`src/rtl/gate_identifier_if.sv`:
```
// rtl/gate_identifier_if.sv - probe bundle between the sweeper and the gate under test
interface gate_identifier_if;
    logic dut_a;
    logic dut_b;
    logic dut_y;

    modport master (output dut_a, output dut_b, input dut_y);
    modport slave  (input dut_a, input dut_b, output dut_y);
endinterface

```
`src/rtl/gate_identifier.sv`:
```
// rtl/gate_identifier.sv - truth-table sweeper that identifies a 2-input gate
module gate_identifier #(
    parameter int SETTLE = 2
) (
    input  logic                     clk,
    input  logic                     rst_n,
    input  logic                     start,
    gate_identifier_if.master        probe,
    output logic                     busy,
    output logic                     done,
    output logic [3:0]               truth,
    output logic [2:0]               gate_code,
    output logic                     valid_gate
);

    localparam logic [1:0] S_IDLE = 2'd0;
    localparam logic [1:0] S_WAIT = 2'd1;
    localparam logic [1:0] S_DONE = 2'd2;

    localparam logic [3:0] SETTLE_C = 4'(SETTLE);

    logic [1:0] state_q, state_d;
    logic [1:0] idx_q, idx_d;
    logic [3:0] cnt_q, cnt_d;
    logic [3:0] cap_q, cap_d;
    logic [3:0] truth_q, truth_d;
    logic [2:0] code_q, code_d;
    logic       valid_q, valid_d;
    logic       a_q, a_d;
    logic       b_q, b_d;
    logic       busy_q, busy_d;
    logic       done_q, done_d;
    logic [3:0] cap_upd;

    // Returns {valid, code}; anything outside the six library gates is code 6.
    function automatic logic [3:0] decode(input logic [3:0] t);
        logic [3:0] r;
        case (t)
            4'b1110: r = {1'b1, 3'd0};
            4'b1000: r = {1'b1, 3'd1};
            4'b0111: r = {1'b1, 3'd2};
            4'b0001: r = {1'b1, 3'd3};
            4'b0110: r = {1'b1, 3'd4};
            4'b1001: r = {1'b1, 3'd5};
            default: r = {1'b0, 3'd6};
        endcase
        return r;
    endfunction

    always_comb begin
        state_d = state_q;
        idx_d   = idx_q;
        cnt_d   = cnt_q;
        cap_d   = cap_q;
        truth_d = truth_q;
        code_d  = code_q;
        valid_d = valid_q;
        a_d     = 1'b0;
        b_d     = 1'b0;
        busy_d  = 1'b0;
        done_d  = 1'b0;
        cap_upd = cap_q;
        cap_upd[idx_q] = probe.dut_y;

        case (state_q)
            S_IDLE: begin
                if (start) begin
                    state_d = S_WAIT;
                    idx_d   = 2'd0;
                    cnt_d   = 4'd0;
                    cap_d   = 4'd0;
                    busy_d  = 1'b1;
                end
            end
            S_WAIT: begin
                busy_d     = 1'b1;
                {a_d, b_d} = idx_q;
                if (cnt_q < SETTLE_C) begin
                    cnt_d = cnt_q + 4'd1;
                end else begin
                    cnt_d = 4'd0;
                    cap_d = cap_upd;
                    if (idx_q == 2'd3) begin
                        // Results are published from cap_upd so the last bit lands in the same edge.
                        state_d    = S_DONE;
                        busy_d     = 1'b0;
                        done_d     = 1'b1;
                        {a_d, b_d} = 2'b00;
                        truth_d    = cap_upd;
                        {valid_d, code_d} = decode(cap_upd);
                    end else begin
                        idx_d      = idx_q + 2'd1;
                        {a_d, b_d} = idx_q + 2'd1;
                    end
                end
            end
            S_DONE: begin
                state_d = S_IDLE;
            end
            default: begin
                state_d = S_IDLE;
            end
        endcase
    end

    always_ff @(posedge clk or negedge rst_n) begin
        if (!rst_n) begin
            state_q <= S_IDLE;
            idx_q   <= 2'd0;
            cnt_q   <= 4'd0;
            cap_q   <= 4'd0;
            truth_q <= 4'd0;
            code_q  <= 3'd0;
            valid_q <= 1'b0;
            a_q     <= 1'b0;
            b_q     <= 1'b0;
            busy_q  <= 1'b0;
            done_q  <= 1'b0;
        end else begin
            state_q <= state_d;
            idx_q   <= idx_d;
            cnt_q   <= cnt_d;
            cap_q   <= cap_d;
            truth_q <= truth_d;
            code_q  <= code_d;
            valid_q <= valid_d;
            a_q     <= a_d;
            b_q     <= b_d;
            busy_q  <= busy_d;
            done_q  <= done_d;
        end
    end

    assign probe.dut_a = a_q;
    assign probe.dut_b = b_q;
    assign busy        = busy_q;
    assign done        = done_q;
    assign truth       = truth_q;
    assign gate_code   = code_q;
    assign valid_gate  = valid_q;

endmodule

```
`src/flat_wrapper.sv`:
```
// flat-port wrapper written by rule: the top's interface ports become plain ports
module gate_identifier_flat 
#(
    parameter int SETTLE = 2
)
  (clk, rst_n, start, busy, done, truth, gate_code, valid_gate, probe_dut_a, probe_dut_b, probe_dut_y);
  gate_identifier_if probe_i ();
  input  logic clk;
  input  logic rst_n;
  input  logic start;
  output logic busy;
  output logic done;
  output logic [3:0] truth;
  output logic [2:0] gate_code;
  output logic valid_gate;
  output wire logic [$bits(probe_i.dut_a)-1:0] probe_dut_a;
  output wire logic [$bits(probe_i.dut_b)-1:0] probe_dut_b;
  input wire logic [$bits(probe_i.dut_y)-1:0] probe_dut_y;
  assign probe_dut_a = probe_i.dut_a;
  assign probe_dut_b = probe_i.dut_b;
  assign probe_i.dut_y = probe_dut_y;
  gate_identifier #(.SETTLE(SETTLE)) u_core (.clk(clk), .rst_n(rst_n), .start(start), .probe(probe_i), .busy(busy), .done(done), .truth(truth), .gate_code(gate_code), .valid_gate(valid_gate));
endmodule
```
`config.mk`:
```
export PLATFORM = sky130hd
export DESIGN_NAME = gate_identifier_flat
export DESIGN_NICKNAME = d
export VERILOG_FILES = /design/src/rtl/gate_identifier_if.sv /design/src/rtl/gate_identifier.sv /design/src/flat_wrapper.sv
export SDC_FILE = /design/constraint.sdc
export NUM_CORES = 1
export LEC_CHECK = 0
export ABC_AREA = 1
export BUFFER_PORTS_ARGS = -buffer_cell sky130_fd_sc_hd__buf_2
export CAP_MARGIN = 20
export CORE_UTILIZATION = 30
export CTS_BUF_LIST = sky130_fd_sc_hd__clkbuf_2 sky130_fd_sc_hd__clkbuf_4 sky130_fd_sc_hd__clkbuf_8
export CTS_CLUSTER_DIAMETER = 60
export CTS_CLUSTER_SIZE = 30
export DETAILED_ROUTE_END_ITERATION = 10
export HOLD_SLACK_MARGIN = 0.02
export PLACE_DENSITY = 0.5
export SLEW_MARGIN = 20
export SYNTH_ARGS = -nofsm -noshare
export SYNTH_HDL_FRONTEND = slang
export SYNTH_SLANG_ARGS = --single-unit
```
`constraint.sdc`:
```
create_clock -name clk -period 1.87 [get_ports clk]
set_input_delay 0.2805 -clock clk [delete_from_list [all_inputs] [get_ports clk]]
set_output_delay 0.2805 -clock clk [all_outputs]
set_load 0.01 [all_outputs]
```
==> results of run 1 <==
==> power groups by stage <==
stage	logic (uW)	registers (uW)	clock network, uW
3_3_place_gp	1360	837	0
6_report	1390	831	465
2_1_floorplan	985	896	0
4_1_cts	1410	831	474
3_5_place_dp	1400	841	0
5_1_grt	1590	859	489
==> state kept, by name (all words and copies together), names as in the netlist <==
| register | flops |
|---|---|
| u_core.done | 1 |
| u_core.truth | 4 |
| u_core.idx_q | 2 |
| u_core.state_q | 2 |
| u_core.gate_code | 3 |
| u_core.probe.dut_b | 1 |
| u_core.valid_gate | 1 |
| u_core.cap_q | 4 |
| u_core.busy | 1 |
| u_core.probe.dut_a | 1 |
| u_core.cnt_q | 4 |
==> metal layers <==
layer  vias up  GRT usage (%)  wire length, um  share of wire [%]
li1        537              -                -                  -
met1       461          16.97             1287                 51
met2        19          20.00             1076                 43
met3         9          2.027               82                3.2
met4         0          7.447               78                3.1
met5         -              0                0                  0
==> cells in the final DEF (no fill, tap or decap), types with 2 or more instances in the layout <==
cell and instances:
nand2_1 56, dfrtp_1 24, inv_1 17, nor2_1 16, buf_2 15, o21ai_0 7
nand3_1 6, o21ai_2 5, ha_1 5, inv_2 4, nand2_4 3, clkbuf_8 3
o211ai_1 2, nor2_4 2, nand2_2 2, o21ai_1 2
==> path summary, 6_finish.rpt <==
check                             startpoint             endpoint  slack (ps)  cells past startpoint
min in group asynchronous              rst_n  u_core.gate_code[2]         530                      2
min                                    start      u_core.cnt_q[3]         370                      4
max                          u_core.idx_q[0]  u_core.gate_code[1]         210                     11
max in group asynchronous              rst_n    u_core.valid_gate         960                      2
min reg2reg                u_core.valid_gate    u_core.valid_gate         480                      2
max reg2reg                  u_core.idx_q[0]  u_core.gate_code[1]         210                     11
==> area by class of cell <==
class                   instances  area (sq um)
flip-flops and latches         24         600.6
repair buffers                 16         85.08
well taps                      50         62.56
multi-input cells             113         585.6
clock buffers                   3         41.29
fillers                       423          2565
inverters                      22         87.58
clock inverters                 1         30.03
==> timing repair <==
action                    in CTS  in global routing
hold endpoints to repair      24                  0
hold buffers                   1                  0
resized for setup              0                  0
==> tightest hold or removal path: stages <==
cell,delay (ps)
buf_2,100
inv_1,70
o21ai_2,80
nor2_1,80
==> metrics by stage <==
stage / hold slack (ps) / area (sq um) / std cells
4_1_cts: 373.2 / 1493 / 229
3_5_place_dp: 302.8 / 1411 / 224
3_3_place_gp: 292.0 / 1411 / 224
5_1_grt: 422.3 / 1493 / 229
2_1_floorplan: -15.09 / 1285 / 160
6_report: 373.1 / 1493 / 229
==> cells by family (layout without fill, tap and decap cells) <==
logic type	after synthesis	in the layout	share of synthesized area, %
AOI/OAI and AO/OA	20	20	10.52
DFF	24	24	46.74
buffers and inverters	23	42	7.692
and+or+nand+nor	88	88	30.18
adders and majority gates	5	5	4.869
==> results by group, run 1 <==
Run
  • Max_cap viols: 0

Critical path
  • Worst path max stage delay: about 420 ps
  • Crit path DAT: about 1800 ps
  • Critical path required time: 2040 ps
  • CP Capture Type: flop
  • Critical Path Most Common Cell: nand2_1
  • CP Class: flop to flop
  • Max FO, Critical Path: 5
  • CP bufs+invs: 2
  • CP Launch Type: flop
  • Crit-path cells: inv_1 > ha_1 > inv_1 > nand2_1 > nand2_1 > nor2_4 > nand2_1 > nand2_1 > o21ai_1 > nand2_1 > nand2_1
  • Critical path's top delay family: simple AND/OR/NAND/NOR gates
  • CP max stage cell: dfrtp_1

GRT
  • Largest net degree at the start of global routing: 25
  • Grt total ovfl: 0
  • Total GRT Usage: 12.91%
  • Vias in the first global route: 991
  • First-pass GRT wire length: 4.284 mm
  • Initial antenna violation count: 0

Die
  • Row count: 23
  • Die Wd: 67.45 um
  • DIE AREA: 4549 sq um
  • Die Y-Extent: 67.45 um
  • I/O pins: 16
  • Initial Utilization: about a third
  • Core area: 4058 sq um

Clocking
  • Root buf cell: clkbuf_8
  • CTS Buf Count: 3
  • Maximum root-to-sink buffer count: 2
  • Max H-tree Level: 1
  • Clock transition at the registers of the reported paths: 90 ps
  • CTS tree: done
  • Setup Buffers After CTS: 0
  • Clock Sinks: 24
  • Clock Latency Late Sink: 270 ps

Synthesis
  • Async SR Flop Fraction: 100.0%
  • Mean post-synth cell area: 8.031 sq um
  • Top cell type by total area after synthesis: dfrtp_1
  • Post-synthesis sequential area ratio: 46.74%
  • Top post-synthesis cells by count: 56 x nand2_1, 24 x dfrtp_1, 17 x inv_1
  • Synth Flop Type: dfrtp_1
  • Cells after Synth: 160
  • Post-synth EDFFs: 0
  • Synth area leaders: dfrtp_1 47%, nand2_1 16%, inv_1 5.0%
  • Synth Cell Area: 1285 sq um
  • #FFs+latches synth: 24
  • Top cell type's share of synthesized area: 46.74%
  • Synth warn: 0
  • Syn_nets: 169
  • Top-count cell post-synth: nand2_1
  • Synth unique cells: 23

Routing
  • DRT antenna net count: 0
  • DR vias: 1026
  • # DRC: 0
  • WL per Instance: 11.03 um
  • Vias per cell: 4.480
  • Post-Route WL: 2.526 mm
  • Drt pass-1 iters: 4
  • DRT iter0 DRCs: 48

Power
  • Clock power frac: 17.3%
  • Switching Power: 1201 uW
  • LEAKAGE: 0.0007779 uW
  • Register share of total power: 30.9%
  • Internal power: 1488 uW
  • Power Total: ~2700 uW
  • Sw Share: approximately 45%
  • Comb pwr share: around half
  • Worst vdd ir: between 0.4 and 0.5 mV
  • Pwr Density: 1802 nW/um^2

Timing
  • Max Transition Viols Final: 0
  • Clock Skew: roughly 6.0 ps
  • Final hold vios: 0
  • Min Clock Period, post-route: 1661 ps
  • Final setup viols: 0
  • Final Cycle Share: between 80% and 90%
  • Setup WS post-layout: around 210 ps
  • RSZ-0062 raised after global routing: false
  • TNS Setup: 0 ps
  • Max Clk Rate: about 600 MHz
  • Slew headroom: 62.43%
  • Actual slew at the worst max-slew pin: roughly 560 ps

Placed design
  • GPL Wtd Cong: around 0.89
  • IO Port Bufs: 15
  • DP HPWL: 1.964 mm
  • Post-place setup slack: ~250 ps

Cells and area
  • Utilization after layout: 36.79%
  • Layout area overhead: 16.16%
  • Diodes inserted: 0
  • Share of cells above drive strength 1: 20.67%
  • # nets final: 189

Run status
  • Status: complete, no violations

Min path
  • Worst min path class: input port to flop
Note: power is estimated with default switching activity, not from simulation.
==> run 2, diff against run 1 <==
Settings changed: CORE_UTILIZATION 30 to 50, PLACE_DENSITY 0.5 to 0.73, SLEW_MARGIN 20 to 10.
==> results by group, run 2 (synthesis gave the netlist of run 1 again) <==
Run status
  • Status: complete, no violations

Power
  • LEAKAGE: 0.0007698 uW
  • Comb pwr share: 53.4%
  • Pwr Density: 1793 nW/um^2
  • Register share of total power: 32.1%
  • Clock power frac: 14.5%
  • Internal power: 1420 uW
  • Sw Share: between 40 and 50%
  • Worst vdd ir: 1.048 mV
  • Switching Power: 1183 uW

Placed design
  • GPL Wtd Cong: 0.8934
  • Post-place setup slack: roughly 240 ps
  • IO Port Bufs: 15
  • DP Cell Count: 204
  • DP HPWL: between 1.5 and 2 mm

Timing
  • Max Clk Rate: 614.2 MHz
  • Actual slew at the worst max-slew pin: 514.3 ps
  • Final Cycle Share: around 87%
  • Final setup viols: 0
  • TNS Setup: 0 ps
  • Max Transition Viols Final: 0
  • Final hold vios: 0
  • Min Clock Period, post-route: 1628 ps
  • Clock Skew: around 1.8 ps
  • Setup WS post-layout: 241.9 ps
  • Slew headroom: 65.71%
  • RSZ-0062 raised after global routing: false

Die
  • Die Wd: 52.70 um
  • Row count: 18
  • DIE AREA: 2777 sq um
  • Initial Utilization: 52.34%
  • I/O pins: 16
  • Core area: ~2500 sq um
  • Die Y-Extent: 52.70 um

Clocking
  • Clock transition at the registers of the reported paths: 140 ps
  • CTS Buf Count: 3
  • Root buf cell: clkbuf_4
  • Max H-tree Level: 1
  • Maximum root-to-sink buffer count: 2
  • Clock Sinks: 24
  • Clock Latency Late Sink: 310 ps
  • CTS tree: done

Routing
  • Drt pass-1 iters: 4
  • Post-Route WL: 2.436 mm
  • DRT antenna net count: 0
  • # DRC: 0
  • Vias per cell: 5.029
  • WL per Instance: 11.66 um
  • DRT iter0 DRCs: 26
  • DR vias: around 1100

GRT
  • Grt total ovfl: 0
  • Met2 Use GR: 35.02%
  • Met1 Resource Use GR: approximately a quarter
  • Largest net degree at the start of global routing: 25
  • Total GRT Usage: around a fifth
  • Vias in the first global route: 981
  • GRT Max-Usage Layer: met2
  • First-pass GRT wire length: 4.153 mm
  • GR met3 Demand/Resource: 3.478%
  • Initial antenna violation count: 0

Cells and area
  • Layout area overhead: 12.95%
  • Utilization after layout: between 50% and 60%
  • Multi-input gate area: 588.1 sq um
  • Commonest non-fill, non-tap cell in the layout: nand2_1
  • # nets final: 189
  • Share of cells above drive strength 1: 21.23%
  • Register Area: 600.6 sq um
  • Fillers: 217
  • Diodes inserted: 0
  • Most frequent cells in the layout: 55 x nand2_1, 24 x dfrtp_1, 17 x inv_1
  • Final std cells w/o fill: approximately 210

Min path
  • Min-delay src: start
  • Worst min path class: input port to flop

Critical path
  • Max FO, Critical Path: 5
  • Critical path required time: 2090 ps
  • CP Launch Type: flop
  • Critical R2R Launch: u_core.idx_q[0]
  • Crit path DAT: 1850 ps
  • Critical Path Start: u_core.idx_q[0]
  • CP Class: flop to flop
  • CP Capture Type: flop

Run
  • Max_cap viols: 0
[run 2: cell counts in the layout (fill, tap and decap cells not counted)]
No cell type changed its count.
[run 2: worst max-delay path, stage by stage, from the launching register on]
cell	delay, ps
dfrtp_1	420
inv_1	120
ha_1	250
inv_1	80
nand2_1	50
nand2_1	130
nor2_1	70
nand2_1	100
nand2_1	70
nand3b_1	150
nand2_1	60
nand2_1	50
[run 2: cell type report]
cell class | count | area share, %
Tap cell | 30 | 2.586
Clock inverter | 1 | 2.069
Multi-Input combinational cell | 113 | 40.52
Sequential cell | 24 | 41.38
Clock buffer | 3 | 1.552
Timing Repair Buffer | 16 | 5.862
Inverter | 22 | 6.034
[run 2: power by group through the flow]
stage	Clock, uW	Sequential [uW]	Combinational, uW
2_1_floorplan	0	896	985
3_3_place_gp	0	837	1340
3_5_place_dp	0	849	1380
4_1_cts	387	836	1390
5_1_grt	412	862	1600
6_report	378	836	1390
[run 2: what timing repair did]
| action | CTS | global route |
|---|---|---|
| hold buffers | 1 | 0 |
| gates resized for setup | 0 | 1 |
| setup endpoints to repair | 0 | 1 |
| setup buffers | 0 | 0 |
| endpoints found under the hold margin | 24 | 0 |
[run 2: worst paths after layout]
kind / cells past startpoint / slack, ps / to
max in group asynchronous: 2 / 1080 / u_core.truth[1]
hold / removal: 4 / 340 / u_core.cnt_q[3]
hold reg to reg: 2 / 490 / u_core.gate_code[1]
setup reg to reg: 11 / 240 / u_core.valid_gate
min in group asynchronous: 2 / 450 / u_core.cnt_q[3]
setup / recovery: 11 / 240 / u_core.valid_gate
[run 2: stage by stage]
step           cell area, sq um  power [uW]  hold WS (ps)
2_1_floorplan              1285        1880        -15.09
3_3_place_gp               1386        2175         285.3
3_5_place_dp               1386        2228         291.6
4_1_cts                    1449        2616         341.1
5_1_grt                    1451        2871         387.6
6_report                   1451        2603         339.0
[run 2: routing by layer]
metal / up-vias / part of all wire (%)
li1: 540 / -
met1: 479 / 46
met2: 30 / 49
met3: 2 / 4.1
met4: 0 / 0.41
met5: - / 0
==> run 3, diff against run 2 <==
Settings changed: PLACE_DENSITY 0.73 to 0.71.
==> results by group, run 3 (synthesis gave the netlist of run 1 again) <==
Cells and area
  • Most frequent cells in the layout: 56 x nand2_1, 24 x dfrtp_1, 17 x inv_1
  • Utilization after layout: 59.02%
  • Share of cells above drive strength 1: 20.67%
  • Final std cells w/o fill: ~210
  • Multi-input gate area: roughly 590 sq um
  • Layout area overhead: 12.76%
  • Register Area: 600.6 sq um
  • Final Instance Area: 1449 sq um
  • Commonest non-fill, non-tap cell in the layout: nand2_1
  • Diodes inserted: 0
  • Fillers: 229
  • # nets final: 189

Routing
  • Met1 wire length: 1.151 mm
  • DRT iter0 DRCs: 17
  • # DRC: 0
  • DRT antenna net count: 0
  • Met2 routed WL: 1.083 mm
  • Routed length on met3: a little under 100 um
  • Drt pass-1 iters: 4
  • DR vias: 1050
  • WL per Instance: 11.25 um
  • Top sig layer: met4
  • Post-Route WL: 2.351 mm
  • Vias per cell: 5.024

GRT
  • Largest net degree at the start of global routing: 25
  • First-pass GRT wire length: between 4 and 5 mm
  • Vias in the first global route: approximately 930
  • Total GRT Usage: 19.71%
  • Initial antenna violation count: 0
  • Grt total ovfl: 0

Power
  • Pwr Density: 1785 nW/um^2
  • LEAKAGE: just under 0.0008 uW
  • Worst vdd ir: between 0.9 and 1 mV

Critical path
  • CP Capture Type: flop
  • Critical path required time: 2090 ps
  • CP max stage cell: dfrtp_1
  • Worst path max stage delay: 420 ps
  • CP Launch Type: flop
  • Crit-path cells: inv_1 > ha_1 > inv_1 > nand2_1 > nand2_1 > nor2_4 > nand2_1 > nand2_1 > nand3b_1 > nand2_1 > nand2_1
  • CP bufs+invs: 2
  • Critical R2R Launch: u_core.idx_q[0]
  • CP Class: flop to flop
  • Critical Path Most Common Cell: nand2_1
  • Critical path's top delay family: simple AND/OR/NAND/NOR gates
  • Crit path DAT: 1850 ps
  • Worst reg-to-reg setup slack: 240 ps
  • Reg2Reg Depth: 11
  • Max FO, Critical Path: 5
  • Reg2reg end: u_core.valid_gate

Timing
  • Final setup viols: 0
  • TNS Setup: 0 ps
  • Clock Skew: 4.376 ps
  • Final Cycle Share: 87.15%
  • Max Transition Viols Final: 0
  • Slew headroom: between 60% and 70%
  • Min Clock Period, post-route: 1630 ps
  • Max Clk Rate: 613.6 MHz
  • Final hold vios: 0
  • Actual slew at the worst max-slew pin: 521.8 ps
  • RSZ-0062 raised after global routing: false

Clocking
  • Maximum root-to-sink buffer count: 2
  • Setup Buffers After CTS: 0
  • Clock transition at the registers of the reported paths: 140 ps
  • Max H-tree Level: 1
  • Clock Sinks: 24
  • Root buf cell: clkbuf_4
  • Clock Latency Late Sink: approximately 310 ps
  • Post-cts resize count: 0
  • CTS tree: done
  • CTS Buf Count: 3
  • Cts hold-fix bufs: 1

Run
  • Max_cap viols: 0

Die
  • Die Wd: 52.70 um
  • Core area: 2455 sq um
  • Row count: 18
  • DIE AREA: 2777 sq um
  • Die Y-Extent: 52.70 um
  • I/O pins: 16
  • Initial Utilization: 52.34%

Placed design
  • DP HPWL: 1.847 mm
  • IO Port Bufs: 15
  • Area post-placement: 1386 sq um
  • GPL Wtd Cong: 0.8659
  • DP Cell Count: a little over 200

Min path
  • Worst min path class: input port to flop
  • Min-delay src: start
  • Hold Path End: u_core.cnt_q[3]
  • Hold depth: 4

Run status
  • Status: complete, no violations
[run 3: cell type report]
class / instances / share of cell area, %
Clock buffer: 3 / 1.554
Clock inverter: 1 / 2.073
Inverter: 22 / 6.045
Multi-Input combinational cell: 113 / 40.41
Sequential cell: 24 / 41.45
Tap cell: 30 / 2.591
Timing Repair Buffer: 16 / 5.872
[run 3: how the worst max path moves through the flow]
stage / start / depth (start not counted) / slack, ps / endpoint
final: u_core.idx_q[0] / 11 / 240 / u_core.valid_gate
after global routing: u_core.idx_q[0] / 11 / 30 / u_core.gate_code[1]
after CTS: u_core.idx_q[0] / 11 / 240 / u_core.valid_gate
after detailed placement: u_core.idx_q[0] / 11 / 260 / u_core.valid_gate
after global placement: u_core.idx_q[0] / 11 / 330 / u_core.valid_gate
after floorplan: u_core.idx_q[0] / 11 / 440 / u_core.valid_gate
[run 3: stage by stage]
| stage | hold WS (ps) | total power, uW | setup slack [ps] |
|---|---|---|---|
| 2_1_floorplan | -15.09 | 1880 | 436.9 |
| 3_3_place_gp | 292.4 | 2181 | 329.4 |
| 3_5_place_dp | 295.7 | 2226 | 264.5 |
| 4_1_cts | 330.5 | 2606 | 239.7 |
| 5_1_grt | 358.1 | 2855 | 29.04 |
| 6_report | 333.8 | 2587 | 240.2 |
[run 3: layer usage]
layer | vias to the layer above | GRT usage, %
met5 | - | 0
met4 | 0 | 4.825
met3 | 2 | 2.609
met2 | 29 | 31.65
met1 | 475 | 27.82
li1 | 544 | -
[run 3: power breakdown]
group	total, uW	switching (uW)	internal [uW]
Clock	376	160	216
Combinational	1380	903	473
Sequential	835	107	728
Total	2590	1170	1420
[run 3: worst register-to-register path: stages, from the launching register on]
cell and delay, ps:
dfrtp_1 420, inv_1 110, ha_1 240, inv_1 80, nand2_1 50, nand2_1 160, nor2_4 60, nand2_1 100
nand2_1 70, nand3b_1 150, nand2_1 60, nand2_1 40
